<file path="src/rtl/mem_bus_arbiter.sv">
// mem_bus_arbiter: grants the shared data-memory/peripheral bus to either the
// pipeline MEM stage (CPU) or the UART debug/loader port, one transfer at a time.
// The CPU has priority, but a debug request that keeps losing is forced through
// once it has waited MAX_WAIT cycles.
// Optional feature: define MEM_ARB_TIMEOUT_EN to abort transfers whose slave
// does not answer within TIMEOUT strobe cycles (bus_err pulses, read data = 0).
//
// Handshakes:
//   CPU   - cpu_rd/cpu_wr are a level request; the pipeline holds them while
//           cpu_stall = 1 and advances in the single cycle where cpu_stall = 0.
//   debug - dbg_valid is held with a stable command until the one-cycle
//           dbg_ready pulse; dbg_valid still high during that pulse is not a
//           new request.
//   slave - bus_rd/bus_wr and bus_addr/bus_wdata stay constant until the slave
//           answers with bus_ready = 1; bus_rdata is sampled in that cycle.
module mem_bus_arbiter #(
    parameter int MAX_WAIT = 8,
    parameter int TIMEOUT  = 64
) (
    input  logic        clk,
    input  logic        reset,
    // MEM-stage master
    input  logic        cpu_rd,
    input  logic        cpu_wr,
    input  logic [31:0] cpu_addr,
    input  logic [31:0] cpu_wdata,
    output logic [31:0] cpu_rdata,
    output logic        cpu_stall,
    // debug/loader master
    input  logic        dbg_valid,
    input  logic        dbg_we,
    input  logic [31:0] dbg_addr,
    input  logic [31:0] dbg_wdata,
    output logic [31:0] dbg_rdata,
    output logic        dbg_ready,
    // slave side
    output logic        bus_rd,
    output logic        bus_wr,
    output logic [31:0] bus_addr,
    output logic [31:0] bus_wdata,
    input  logic [31:0] bus_rdata,
    input  logic        bus_ready,
    output logic        bus_err,
    // current FSM state, for observation only
    output logic [2:0]  arb_state
);

    localparam int WW = $clog2(MAX_WAIT + 1);
    localparam int TW = $clog2(TIMEOUT + 1);

`ifdef MEM_ARB_TIMEOUT_EN
    localparam bit TIMEOUT_EN = 1'b1;
`else
    localparam bit TIMEOUT_EN = 1'b0;
`endif

    typedef enum logic [2:0] {
        IDLE     = 3'd0,
        CPU_XFER = 3'd1,
        CPU_DONE = 3'd2,
        DBG_XFER = 3'd3,
        DBG_DONE = 3'd4
    } state_t;

    state_t          state;
    logic [WW-1:0]   wait_cnt;
    logic [TW-1:0]   xfer_cnt;
    logic            cpu_req;
    logic            wait_full;
    logic            dbg_win;
    logic            dbg_busy;
    logic            in_xfer;
    logic            timed_out;
    logic            xfer_end;

    assign cpu_req   = cpu_rd | cpu_wr;
    assign wait_full = (wait_cnt == WW'(MAX_WAIT));
    // Debug wins when the CPU is quiet, or when it has been starved long enough.
    assign dbg_win   = dbg_valid & (~cpu_req | wait_full);
    assign dbg_busy  = (state == DBG_XFER) || (state == DBG_DONE);
    assign in_xfer   = (state == CPU_XFER) || (state == DBG_XFER);
    // Without the timeout feature this is constant 0 and the counter is pruned.
    assign timed_out = TIMEOUT_EN && (xfer_cnt == TW'(TIMEOUT - 1));
    assign xfer_end  = bus_ready | timed_out;

    // The pipeline only runs free in CPU_DONE; held low while in reset.
    assign cpu_stall = reset & cpu_req & (state != CPU_DONE);
    assign arb_state = state;

    // Count strobe cycles spent waiting on the slave in an XFER state.
    always_ff @(posedge clk) begin
        if (!reset || !in_xfer || bus_ready) begin
            xfer_cnt <= '0;
        end else if (!timed_out) begin
            xfer_cnt <= xfer_cnt + TW'(1);
        end
    end

    // Arbitration, command latching, completion and the starvation counter.
    always_ff @(posedge clk) begin
        if (!reset) begin
            state     <= IDLE;
            wait_cnt  <= '0;
            bus_rd    <= 1'b0;
            bus_wr    <= 1'b0;
            bus_addr  <= '0;
            bus_wdata <= '0;
            cpu_rdata <= '0;
            dbg_rdata <= '0;
            dbg_ready <= 1'b0;
            bus_err   <= 1'b0;
        end else begin
            dbg_ready <= 1'b0;
            bus_err   <= 1'b0;

            if (state == IDLE && dbg_win) begin
                wait_cnt <= '0;
            end else if (dbg_valid && !dbg_busy && !wait_full) begin
                wait_cnt <= wait_cnt + WW'(1);
            end

            case (state)
                IDLE: begin
                    if (dbg_win) begin
                        bus_rd    <= ~dbg_we;
                        bus_wr    <= dbg_we;
                        bus_addr  <= dbg_addr;
                        bus_wdata <= dbg_wdata;
                        state     <= DBG_XFER;
                    end else if (cpu_req) begin
                        // Both strobes requested: the write takes precedence.
                        bus_rd    <= cpu_rd & ~cpu_wr;
                        bus_wr    <= cpu_wr;
                        bus_addr  <= cpu_addr;
                        bus_wdata <= cpu_wdata;
                        state     <= CPU_XFER;
                    end
                end
                CPU_XFER: begin
                    if (xfer_end) begin
                        if (bus_rd) cpu_rdata <= bus_ready ? bus_rdata : 32'h0;
                        bus_err <= ~bus_ready;
                        bus_rd  <= 1'b0;
                        bus_wr  <= 1'b0;
                        state   <= CPU_DONE;
                    end
                end
                DBG_XFER: begin
                    if (xfer_end) begin
                        if (bus_rd) dbg_rdata <= bus_ready ? bus_rdata : 32'h0;
                        bus_err   <= ~bus_ready;
                        bus_rd    <= 1'b0;
                        bus_wr    <= 1'b0;
                        dbg_ready <= 1'b1;
                        state     <= DBG_DONE;
                    end
                end
                CPU_DONE: state <= IDLE;
                DBG_DONE: state <= IDLE;
                default:  state <= IDLE;
            endcase
        end
    end

endmodule

</file>
<file path="config.mk">
export PLATFORM = sky130hd
export DESIGN_NAME = mem_bus_arbiter
export DESIGN_NICKNAME = d
export VERILOG_FILES = /design/src/rtl/mem_bus_arbiter.sv
export SDC_FILE = /design/constraint.sdc
export NUM_CORES = 1
export LEC_CHECK = 0
export BUFFER_PORTS_ARGS = -buffer_cell sky130_fd_sc_hd__clkbuf_2
export CORE_ASPECT_RATIO = 0.8
export CORE_MARGIN = 4
export CORE_UTILIZATION = 48
export CTS_CLUSTER_DIAMETER = 120
export DETAILED_ROUTE_END_ITERATION = 10
export PLACE_DENSITY_LB_ADDON = 0.12
export SYNTH_ARGS = -nofsm -noshare
export SYNTH_HDL_FRONTEND = slang
export SYNTH_SLANG_ARGS = --single-unit
</file>
<file path="constraint.sdc">
create_clock -name clk -period 3.7 [get_ports clk]
set_input_delay 0.185 -clock clk [delete_from_list [all_inputs] [get_ports clk]]
set_output_delay 0.185 -clock clk [all_outputs]
set_load 0.02 [all_outputs]
</file>
* Yosys cells after proc, flatten, opt, wreduce, memory -nomap -nowiden
Cells that the tools add are included.
** Cells by class
- Add/sub/neg operators :: 1
- Eq/ne operators :: 9
- Muxes and demuxes :: 17
- Bitwise logic cells :: 11
- Reduce and logical (&&, ||, !) cells :: 18
** Operator list (count)
- $mux W32 :: 4
- $reduce_and A3 Y1 :: 5
- $mux W3 :: 4
- $pmux W3 S3 :: 1
- $mux W1 :: 6
- $not A1 Y1 :: 5
- $add A4 B1 Y4 const B :: 1
- $and A1 B1 Y1 :: 4
- $eq A4 B4 Y1 const B :: 1
- $ne A2 B2 Y1 const B :: 2
- $pmux W1 S2 :: 2
- $reduce_and A2 Y1 :: 2
- $reduce_bool A2 Y1 :: 2
- $reduce_or A2 Y1 :: 2
- $eq A3 B1 Y1 const B :: 1
- $eq A3 B2 Y1 const B :: 1
- $eq A3 B3 Y1 const B :: 1
- $logic_and A1 B1 Y1 :: 3
- $logic_not A3 Y1 :: 1
- $ne A3 B2 Y1 const B :: 1
- $ne A3 B3 Y1 const B :: 1
- $logic_not A1 Y1 :: 2
- $ne A2 B1 Y1 const B :: 1
- $or A1 B1 Y1 :: 2
- $logic_or A1 B1 Y1 :: 1
** Storage, ports and cells
- Register bits after elaboration :: 139
- Input port bits :: 167
- Output and inout port bits :: 136
- Word-level logic and storage cells :: 66

* Logic depth before layout (Yosys ltp)
- Word-level depth :: 6
- Depth in mapped cells :: 8
- Mapped depth without buffers :: 6

* Worst setup path before layout
OpenSTA, ideal clock, no wires.
- Path type :: register to register
- From :: register state[0], in the netlist arb_state[0]
- To :: register cpu_rdata[19]
- Setup time :: 0.116 ns
- Data arrival time :: 1.508 ns
- Data required time :: 3.584 ns
- Path slack :: 2.076 ns
- Stages on the path, launching flop included :: 8
- Path buffers :: 3
- Clock period less this slack :: 1.624 ns
- Path through :: dfxtp_1 -> buf_4 -> nand2_2 -> or4_1 -> buf_4 -> buf_6 -> nand2_1 -> a21boi_1
** On the way
- Word-level cells in the longest chain between the ends :: 2
** Ends and longest elaborated chain
- from (decl) :: line 65 : state_t state;
- from (signal assigned) :: line 102 : state <= IDLE;
- from (signal assigned) :: line 129 : state <= DBG_XFER;
- from (signal assigned) :: line 136 : state <= CPU_XFER;
- $eq A3 B1 Y1 :: line 122 : case (state)
- $reduce_and A3 Y1 (no line)
- to (signal assigned) :: line 141 : if (bus_rd) cpu_rdata <= bus_ready ? bus_rdata : 32'h0;
- to (decl) :: line 27 : output logic [31:0] cpu_rdata,
No other way between the ends.
A chain may end at the register's enable or synchronous reset.

* Worst setup path in the final report
- From :: register state[2], in the netlist arb_state[2]
- To :: register bus_wdata[12]
** On the way
- Word-level cells in the longest chain between the ends :: 2
** Ends and longest elaborated chain
- $logic_not A3 Y1 :: line 122
- $reduce_and A2 Y1 (no line)
- to (signal assigned) :: line 128 : bus_wdata <= dbg_wdata;
- to (signal assigned) :: line 135 : bus_wdata <= cpu_wdata;
- to (decl) :: line 40 : output logic [31:0] bus_wdata,
No other way between the ends.

==> reports/metrics.yaml <==
status: "completed"
syn_nets: 878
grt_max_degree: 83
internal-power_w: 0.002844
syn_avg_cell_area_sq_um: 8.028
die_area_sq_um: 13670
netlist_instances: 709
drt_iter0_markers: 409
die_h_microns: 105.4
async_reset_ff_share_pct: 0
vias: 5839
timing.rr.start: "arb_state[2]"
p_sw_w: 0.001102
cp_max_fo: 76
start_util_pct: 49.23
diodes: 0
htreeDepth: 4
gp_congestion: 0.9184
routed_wl_microns: 17340
cts_root_buffer: "clkbuf_16"
period_minus_slack_ns: 2.120
io_buffer_count: 302
place_ws_ns: 1.597
drive_gt1_share_pct: 35.31
drcViolationCount: 0
finalHoldViolCount: 0
ir_drop_mv: 0.3598
clockBufferDepth: 2
hp-class: "input port to register"
power-per-cell-area_nw_per_um2: 509.2
slew_headroom_pct: 39.33
ys.flop_type: "dfxtp_1"
cp-end-kind: "register"
setup_slack_ns: 1.580
via_per_inst: 5.113
critPathKind: "register to register"
cts_buffers: 17
clock_skew_ns: 0.01106
critPathArrivalTime_ns: 2.44
drtAntennaViolNets: 0
hp-start: "bus_rdata[26]"
rsz0062_at_grt: "false"
p_comb_share_pct: 16.4
synth_cell_type_count: 37
cp_cell_sequence: "nor4_4 -> buf_12 -> o21ai_0 -> a31oi_1"
crit_start: "arb_state[2]"
fmax_ghz: 0.4716
dp_hpwl_microns: 12430
tightest_slew_ns: 0.9033
grt_overflow: 0
slew_violations: 0
grt_first_pass_wirelength_microns: 27500
clk_pin_slew_ns: 0.06
hold_buffers: 1
cap_violations: 0
min_period_over_period_pct: 57.31
cpPeakStageDelay_ns: 0.88
cts_sinks: 139
p_total_w: 0.003946
syn_area_sq_um: 5692
grtUsageTotal_pct: 24.77
clk_latency_ns: 0.40
required_ns: 4.02
cts_tree: "built"
first_pass_iters: 5
wl_per_cell_microns: 15.18
synth_edf_count: 0
fp-row-count: 35
slowest_stage: "nor4_4"
grt_pass1_vias: 5476
yosys_warnings: 0
p_seq_share_pct: 42.4
clkPwrFrac_pct: 41.3
cts_resized: 0
areaGrowthSynthToFinish_pct: 36.14
fin_nets: 1151
mostFrequentLayoutCells: "clkbuf_2, nand2_1, dfxtp_1, a31oi_1, a21boi_1"
setup_viol: 0
switching_share_pct: 27.93
yosysSeqAreaShare_pct: 48.89
worst_setup_path_start_kind: "register"
core_sq_um: 11560
final_common_cell: "clkbuf_2"
antenna_found_initial: 0
post_cts_buffers: 0
ioPinCount: 303
leakage_nw: 3.558
setup_tns_ns: 0
die_x_microns: 129.7
ys_ff_latch: 139
[logic make-up after synthesis]
group | Yosys count | share of synthesized area (%)
adder cells (fa/ha/maj) | 2 | 0.4396
other | 1 | 0.06589
buffers and inverters | 66 | 6.573
XOR/XNOR | 3 | 0.4617
multiplexers | 1 | 0.1759
AO/OA/AOI/OAI | 211 | 23.15
AND/OR/NAND/NOR | 286 | 20.25
flip-flops | 139 | 48.89
[per-layer routing]
layer	GRT usage (%)	share of wire [%]
met3	8.409	9.8
met5	0	0
met2	39.44	47
met4	8.976	2.8
met1	31.12	41
[worst paths after layout]
check	to	cells past startpoint	slack (ns)
worst max register to register	bus_wdata[12]	4	1.58
worst min-delay path	dbg_rdata[26]	3	0.01
worst min register to register	cpu_rdata[14]	2	0.45
worst max-delay path	bus_wdata[12]	4	1.58
[critical path, delay by kind of cell, from the launching register on]
kind                   cells  cell delay [ns]
buffers and inverters      1             0.35
flip-flops                 1             0.47
AND/OR/NAND/NOR            1             0.88
AO/OA/AOI/OAI              2             0.30
[cells in the mapped netlist (2+ instances only)]
library cell / count / area (sq um)
a31oi_1: 66 / 412.9
buf_4: 7 / 52.55
a21oi_1: 6 / 30.03
a21boi_1: 60 / 450.4
clkbuf_1: 18 / 67.56
buf_6: 9 / 101.4
xor2_1: 2 / 17.52
nor4_2: 2 / 25.02
nand2_1: 261 / 979.7
buf_2: 26 / 130.1
nor2_1: 8 / 30.03
o21ai_0: 21 / 105.1
dfxtp_1: 139 / 2783
nor3_1: 3 / 15.01
inv_1: 5 / 18.77
ha_1: 2 / 25.02
a21boi_0: 4 / 30.03
o21ai_1: 47 / 235.2
o21a_1: 2 / 15.01
nand2b_1: 4 / 25.02
[cell type report]
class	instances	area, sq um
fill	1061	3812
sequential	139	2783
multi-input combinational	504	2565
timing repair buffer	314	1619
clock buffer	22	484.2
tap	148	185.2
clock inverter	9	90.09
inverter	6	22.52
[sequential cells by signal, indices dropped and copies added (netlist names)]
register,cells
wait_cnt,4
bus_wdata,32
dbg_ready,1
bus_rd,1
bus_addr,32
bus_wr,1
bus_err,1
cpu_rdata,32
dbg_rdata,32
arb_state,3
[per-stage QoR]
| stage | instance area [sq um] | hold WS, ns | cells | utilization (%) |
|---|---|---|---|---|
| 2_1_floorplan | 5692 | 0.3199 | 709 | - |
| 3_3_place_gp | 7164 | 0.4242 | 1110 | 61.97 |
| 3_5_place_dp | 7164 | 0.4258 | 1110 | 61.97 |
| 4_1_cts | 7749 | 0.001241 | 1142 | 67.02 |
| 5_1_grt | 7749 | 0.00004671 | 1142 | 67.02 |
| 6_report | 7749 | 0.01104 | 1142 | 67.02 |
[power by group through the flow]
stage / Sequential (W) / Combinational (W) / Clock (W)
finish: 0.00167 / 0.000646 / 0.00163
global route: 0.00169 / 0.000707 / 0.00173
CTS: 0.00167 / 0.000652 / 0.00165
detailed placement: 0.00170 / 0.000649 / 0
global placement: 0.00170 / 0.000642 / 0
floorplan: 0.00182 / 0.000269 / 0
Power figures use the tool's default switching activity.
